`src/rtl/sb_initiator.sv`:
```
// sb_initiator: serialises alloc / lookup / retire requests onto a scoreboard port that
// takes one operation at a time. Lookup results come back on a valid/ready response
// channel. Occupancy and sticky error flags are reported as status.

`ifndef PROC_COUNT
`define PROC_COUNT 4
`endif

module sb_initiator #(
    parameter int unsigned ID_W    = 8,
    parameter int unsigned PID_W   = $clog2(`PROC_COUNT),
    parameter int unsigned TIMEOUT = 2 * `PROC_COUNT + 4
) (
    input  logic                          i_clk,
    input  logic                          i_rst,
    // Alloc channel
    input  logic                          i_al_valid,
    input  logic [ID_W-1:0]               i_al_cmd_id,
    input  logic [PID_W-1:0]              i_al_pid,
    output logic                          o_al_ready,
    // Lookup channel
    input  logic                          i_lk_valid,
    input  logic [ID_W-1:0]               i_lk_cmd_id,
    output logic                          o_lk_ready,
    // Retire channel
    input  logic                          i_rt_valid,
    input  logic [ID_W-1:0]               i_rt_cmd_id,
    output logic                          o_rt_ready,
    // Lookup response
    output logic                          o_rsp_valid,
    output logic                          o_rsp_found,
    output logic [PID_W-1:0]              o_rsp_pid,
    input  logic                          i_rsp_ready,
    // Scoreboard side; entry is {cmd_id, proc_id}
    output logic [ID_W+PID_W-1:0]         o_sb_entry,
    output logic                          o_sb_write,
    output logic                          o_sb_read,
    output logic                          o_sb_flush,
    input  logic                          i_sb_ack,
    input  logic                          i_sb_exists,
    input  logic [PID_W-1:0]              i_sb_id,
    // Status
    output logic [$clog2(`PROC_COUNT):0]  o_occupancy,
    output logic                          o_err_timeout,
    output logic                          o_err_badid
);

    localparam int unsigned OccW = $clog2(`PROC_COUNT) + 1;
    localparam int unsigned CntW = $clog2(TIMEOUT + 1);
    // The scoreboard always needs one free slot, so allocation stops one short of full.
    localparam logic [OccW-1:0] OccMax = OccW'(`PROC_COUNT - 1);
    localparam logic [CntW-1:0] CntLast = CntW'(TIMEOUT - 1);

    typedef enum logic [2:0] {StIdle, StIssue, StWait, StGap, StResp} state_e;
    typedef enum logic [1:0] {OpAlloc, OpLookup, OpRetire} op_e;

    state_e                  state_q, state_d;
    op_e                     op_q, op_d;
    logic [ID_W+PID_W-1:0]   entry_q, entry_d;
    logic [CntW-1:0]         cnt_q, cnt_d;
    logic [OccW-1:0]         occ_q, occ_d;
    logic                    found_q, found_d;
    logic [PID_W-1:0]        pid_q, pid_d;
    logic                    err_to_q, err_to_d;
    logic                    err_bad_q, err_bad_d;
    logic                    en_q;
    logic                    gnt_al, gnt_lk, gnt_rt;

    // Fixed-priority grant in IDLE: retire > lookup > alloc; alloc gated by occupancy.
    always_comb begin
        gnt_rt = 1'b0;
        gnt_lk = 1'b0;
        gnt_al = 1'b0;
        if (state_q == StIdle && en_q) begin
            if (i_rt_valid) begin
                gnt_rt = 1'b1;
            end else if (i_lk_valid) begin
                gnt_lk = 1'b1;
            end else if (i_al_valid && occ_q < OccMax) begin
                gnt_al = 1'b1;
            end
        end
    end

    // Next-state and output decode for the single-outstanding operation FSM.
    always_comb begin
        state_d    = state_q;
        op_d       = op_q;
        entry_d    = entry_q;
        cnt_d      = cnt_q;
        occ_d      = occ_q;
        found_d    = found_q;
        pid_d      = pid_q;
        err_to_d   = err_to_q;
        err_bad_d  = err_bad_q;
        o_sb_write = 1'b0;
        o_sb_read  = 1'b0;
        o_sb_flush = 1'b0;
        o_rsp_valid = 1'b0;

        unique case (state_q)
            StIdle: begin
                if (gnt_rt) begin
                    if (i_rt_cmd_id == '0) begin
                        err_bad_d = 1'b1;
                    end else begin
                        op_d    = OpRetire;
                        entry_d = {i_rt_cmd_id, {PID_W{1'b0}}};
                        state_d = StIssue;
                    end
                end else if (gnt_lk) begin
                    if (i_lk_cmd_id == '0) begin
                        // Dropped lookup still owes the consumer a (negative) response.
                        err_bad_d = 1'b1;
                        found_d   = 1'b0;
                        pid_d     = '0;
                        state_d   = StResp;
                    end else begin
                        op_d    = OpLookup;
                        entry_d = {i_lk_cmd_id, {PID_W{1'b0}}};
                        state_d = StIssue;
                    end
                end else if (gnt_al) begin
                    if (i_al_cmd_id == '0) begin
                        err_bad_d = 1'b1;
                    end else begin
                        op_d    = OpAlloc;
                        entry_d = {i_al_cmd_id, i_al_pid};
                        state_d = StIssue;
                    end
                end
            end
            StIssue: begin
                unique case (op_q)
                    OpAlloc:  o_sb_write = 1'b1;
                    OpLookup: o_sb_read  = 1'b1;
                    OpRetire: o_sb_flush = 1'b1;
                    default:  ;
                endcase
                state_d = StWait;
            end
            StWait: begin
                if (i_sb_ack) begin
                    cnt_d   = '0;
                    state_d = StGap;
                    unique case (op_q)
                        OpAlloc: begin
                            if (occ_q < OccMax) occ_d = occ_q + 1'b1;
                        end
                        OpRetire: begin
                            if (i_sb_exists && occ_q != '0) occ_d = occ_q - 1'b1;
                        end
                        OpLookup: begin
                            found_d = i_sb_exists;
                            pid_d   = i_sb_id;
                        end
                        default: ;
                    endcase
                end else if (cnt_q == CntLast) begin
                    cnt_d    = '0;
                    err_to_d = 1'b1;
                    if (op_q == OpLookup) begin
                        found_d = 1'b0;
                        pid_d   = '0;
                        state_d = StResp;
                    end else begin
                        state_d = StIdle;
                    end
                end else begin
                    cnt_d = cnt_q + 1'b1;
                end
            end
            StGap: begin
                // Idle cycle while the scoreboard returns to its own idle state.
                state_d = (op_q == OpLookup) ? StResp : StIdle;
            end
            StResp: begin
                o_rsp_valid = 1'b1;
                if (i_rsp_ready) state_d = StIdle;
            end
            default: state_d = StIdle;
        endcase
    end

    // State and datapath registers, all cleared asynchronously by reset.
    always_ff @(posedge i_clk or posedge i_rst) begin
        if (i_rst) begin
            state_q   <= StIdle;
            op_q      <= OpAlloc;
            entry_q   <= '0;
            cnt_q     <= '0;
            occ_q     <= '0;
            found_q   <= 1'b0;
            pid_q     <= '0;
            err_to_q  <= 1'b0;
            err_bad_q <= 1'b0;
        end else begin
            state_q   <= state_d;
            op_q      <= op_d;
            entry_q   <= entry_d;
            cnt_q     <= cnt_d;
            occ_q     <= occ_d;
            found_q   <= found_d;
            pid_q     <= pid_d;
            err_to_q  <= err_to_d;
            err_bad_q <= err_bad_d;
        end
    end

    // Holds readies low until the first clock edge after reset is released.
    always_ff @(posedge i_clk or posedge i_rst) begin
        if (i_rst) begin
            en_q <= 1'b0;
        end else begin
            en_q <= 1'b1;
        end
    end

    assign o_al_ready    = gnt_al;
    assign o_lk_ready    = gnt_lk;
    assign o_rt_ready    = gnt_rt;
    assign o_sb_entry    = entry_q;
    assign o_rsp_found   = found_q;
    assign o_rsp_pid     = pid_q;
    assign o_occupancy   = occ_q;
    assign o_err_timeout = err_to_q;
    assign o_err_badid   = err_bad_q;

endmodule

```
`config.mk`:
```
export PLATFORM = sky130hd
export DESIGN_NAME = sb_initiator
export DESIGN_NICKNAME = d
export VERILOG_FILES = /design/src/rtl/sb_initiator.sv
export SDC_FILE = /design/constraint.sdc
export NUM_CORES = 1
export LEC_CHECK = 0
export BUFFER_PORTS_ARGS = -buffer_cell sky130_fd_sc_hd__buf_2
export CAP_MARGIN = 20
export CORE_UTILIZATION = 44
export DETAILED_ROUTE_END_ITERATION = 8
export GPL_TIMING_DRIVEN = 0
export PLACE_DENSITY = 0.72
export SETUP_SLACK_MARGIN = 0.05
export SLEW_MARGIN = 20
export SYNTH_ARGS = -nofsm -noshare
export SYNTH_HDL_FRONTEND = slang
export SYNTH_SLANG_ARGS = --single-unit
```
`constraint.sdc`:
```
create_clock -name i_clk -period 4.3 [get_ports i_clk]
set_input_delay 0.215 -clock i_clk [delete_from_list [all_inputs] [get_ports i_clk]]
set_output_delay 0.215 -clock i_clk [all_outputs]
set_load 0.01 [all_outputs]
```
==> metrics.cfg <==
[status]
outcome = finished, final reports clean

[die]
die_w_um = 63.7
initial_core_util_pct = 45.8
coreArea_um2 = 3660
io_pins = 61
std_cell_rows = 22
die_y_um = 63.7
dieArea_um2 = 4060

[power]
p_leak_nw = 1.09
p_per_area_nw_per_um2 = 585
vdd_drop_max_uv = 257

[place]
dpl.cell_count = 277
place.gp.congestion = 0.810
pre_cts_ws_ps = 2210
io_buffers = 60
hpwlAfterDp_mm = 2.92

[clocking]
clkTransAtPathRegs_ps = 90
clk_latency_ps = 270
post_cts_buffers = 0
post_cts_resized = 0
cts_max_level = 1
ctsHoldBuffers = 1
cts_sinks = 28
clockRootBuffer = clkbuf_8
numCtsBuffers = 3
tritoncts = yes
cts.path.max_buffers = 2

[sta]
finalCritPeriodShare_pct = 50.2
worst_slack_ps = 2140
clock_skew_ps = 2.68
period_needed_ps = 2160
tightest_slew_ps = 683
hold_viol_final = 0
maxSlewViolCount = 0
fmax_mhz = 463
fin_setup_tns_ps = 0
whs_ps = 173
rsz0062_at_grt = false
setup_viol = 0
slew_headroom_pct = 54.4

[detailed_routing]
avgViaCountPerCell = 5.24
drtPass1Iterations = 4
drtIter0Drc = 30
num_vias = 1472
antenna_left = 0
drc = 0
post_drt_wl_per_cell_um = 13.3
routed_wl_mm = 3.74

[global_route]
antenna_found_initial = 0
grt_start_max_net_pins = 19
grt_pass1_wl_mm = 6.24
overflow = 0
grtUsageTotal_pct = 19.4
grt_pass1_vias = 1421

[finish]
drive_above_1_share_pct = 39.1
synthToLayoutAreaGrowth_pct = 26.2
fin_util_pct = 57.8
final_cells = 281
nets = 273
antenna_cells = 0

[yosys]
synth_top_area_cell = dfrtp_1
synth-seq-cells = 28
syn_nets = 206
synth_ff_type = dfrtp_1
yosysUniqueCellTypes = 46
syn_area_um2 = 1680
synthArstFlopShare_pct = 100
synth_top_area_share_pct = 41.8
ys_seq_area_share_pct = 41.8
ys_warn_count = 0
netlist_top_cells_area = dfrtp_1 42%, mux2_4 6.3%, mux2i_1 6.0%, nand2_1 5.6%, o21ai_0 3.6%
synth_edf_count = 0
synth.avg_cell_area_um2 = 9.97
synth_most_common_cell = dfrtp_1
syn_inst = 168
synth_common_cells = 28 x dfrtp_1, 25 x nand2_1, 12 x o21ai_0

[worst_setup_path]
arrival_ps = 1940
cp-start-kind = register
crit_type = reg -> out
worstPathRequired_ps = 4090
endpoint_kind = output pin
r2r_slack_ps = 2200
crit_fanout = 10

[job]
max_cap_violations = 0

[min_path]
hold_path_class = in -> reg

[cells in the final DEF, fill, tap and decap left out, types with 2 or more instances in the layout]
cell,Yosys,final
mux2i_1,10,10
dfrtp_1,28,28
nand2b_1,4,4
buf_2,4,64
nand3_1,4,4
xnor2_1,2,2
mux2_4,7,7
inv_1,9,9
and3_1,3,3
nor3b_1,2,2
o21ai_0,12,12
clkbuf_1,2,2
o31ai_1,2,2
nor2b_1,2,2
nand3b_1,2,2
mux2_2,5,5
a21oi_1,6,6
clkbuf_8,0,3
nand2_1,25,25
nor2_1,6,6
nor4_1,7,7
[metal layers]
layer	vias up	routed length [um]	global-route usage, %
met4	0	31	5.11
met2	27	1870	32.3
met5	-	0	0
met3	4	76	1.63
met1	714	1760	26.8
li1	727	-	-
[registers in the layout, indices dropped and copies added, names as in the netlist]
register       cells
o_sb_entry        10
cnt_q              4
state_q            3
en_q               1
o_occupancy        3
op_q               2
o_err_timeout      1
o_rsp_pid          2
o_err_badid        1
o_rsp_found        1
[stage by stage]
step           total power, mW  area (um^2)
2_1_floorplan            0.906         1680
3_3_place_gp              1.08         2040
3_5_place_dp              1.10         2060
4_1_cts                   1.25         2110
5_1_grt                   1.34         2110
6_report                  1.24         2110
[path summary, 6_finish.rpt]
| path | start | endpoint | cells past startpoint |
|---|---|---|---|
| max in group asynchronous | i_rst | op_q[1] | 4 |
| worst max register to register | state_q[0] | o_sb_entry[4] | 6 |
| min in group asynchronous | i_rst | o_sb_entry[3] | 3 |
| worst min-delay path | i_al_pid[1] | o_sb_entry[1] | 3 |
| worst min register to register | o_err_timeout | o_err_timeout | 1 |
| worst max-delay path | state_q[0] | o_rt_ready | 5 |
[layout make-up]
cell class	instances	area, um^2
plain buffers	8	43.8
clock buffers	3	41.3
fillers	334	1550
inverters	9	33.8
multi-input cells	123	897
flip-flops and latches	28	701
well taps	48	60.1
repair buffers	62	338
[worst max-delay path, stage by stage (launching register included)]
cell and delay (ps):
dfrtp_1 500, nor4b_4 350, and2_1 210, buf_2 210, buf_2 240, buf_2 160
[where the power goes]
part	switching (mW)	internal, mW
Clock	0.0765	0.0629
Combinational	0.322	0.308
Sequential	0.0887	0.380
Total	0.487	0.751
[cell families (layout without fill, tap and decap cells)]
family / after synthesis / after routing / share of synthesized area, %
flip-flops: 28 / 28 / 41.8
AO/OA/AOI/OAI: 31 / 31 / 12.5
XOR/XNOR: 3 / 3 / 1.57
multiplexers: 22 / 22 / 15.6
adder cells (fa/ha/maj): 2 / 2 / 1.94
other: 1 / 1 / 0.224
buffers and inverters: 17 / 82 / 4.63
AND/OR/NAND/NOR: 64 / 64 / 21.7
Power figures use the tool's default switching activity.
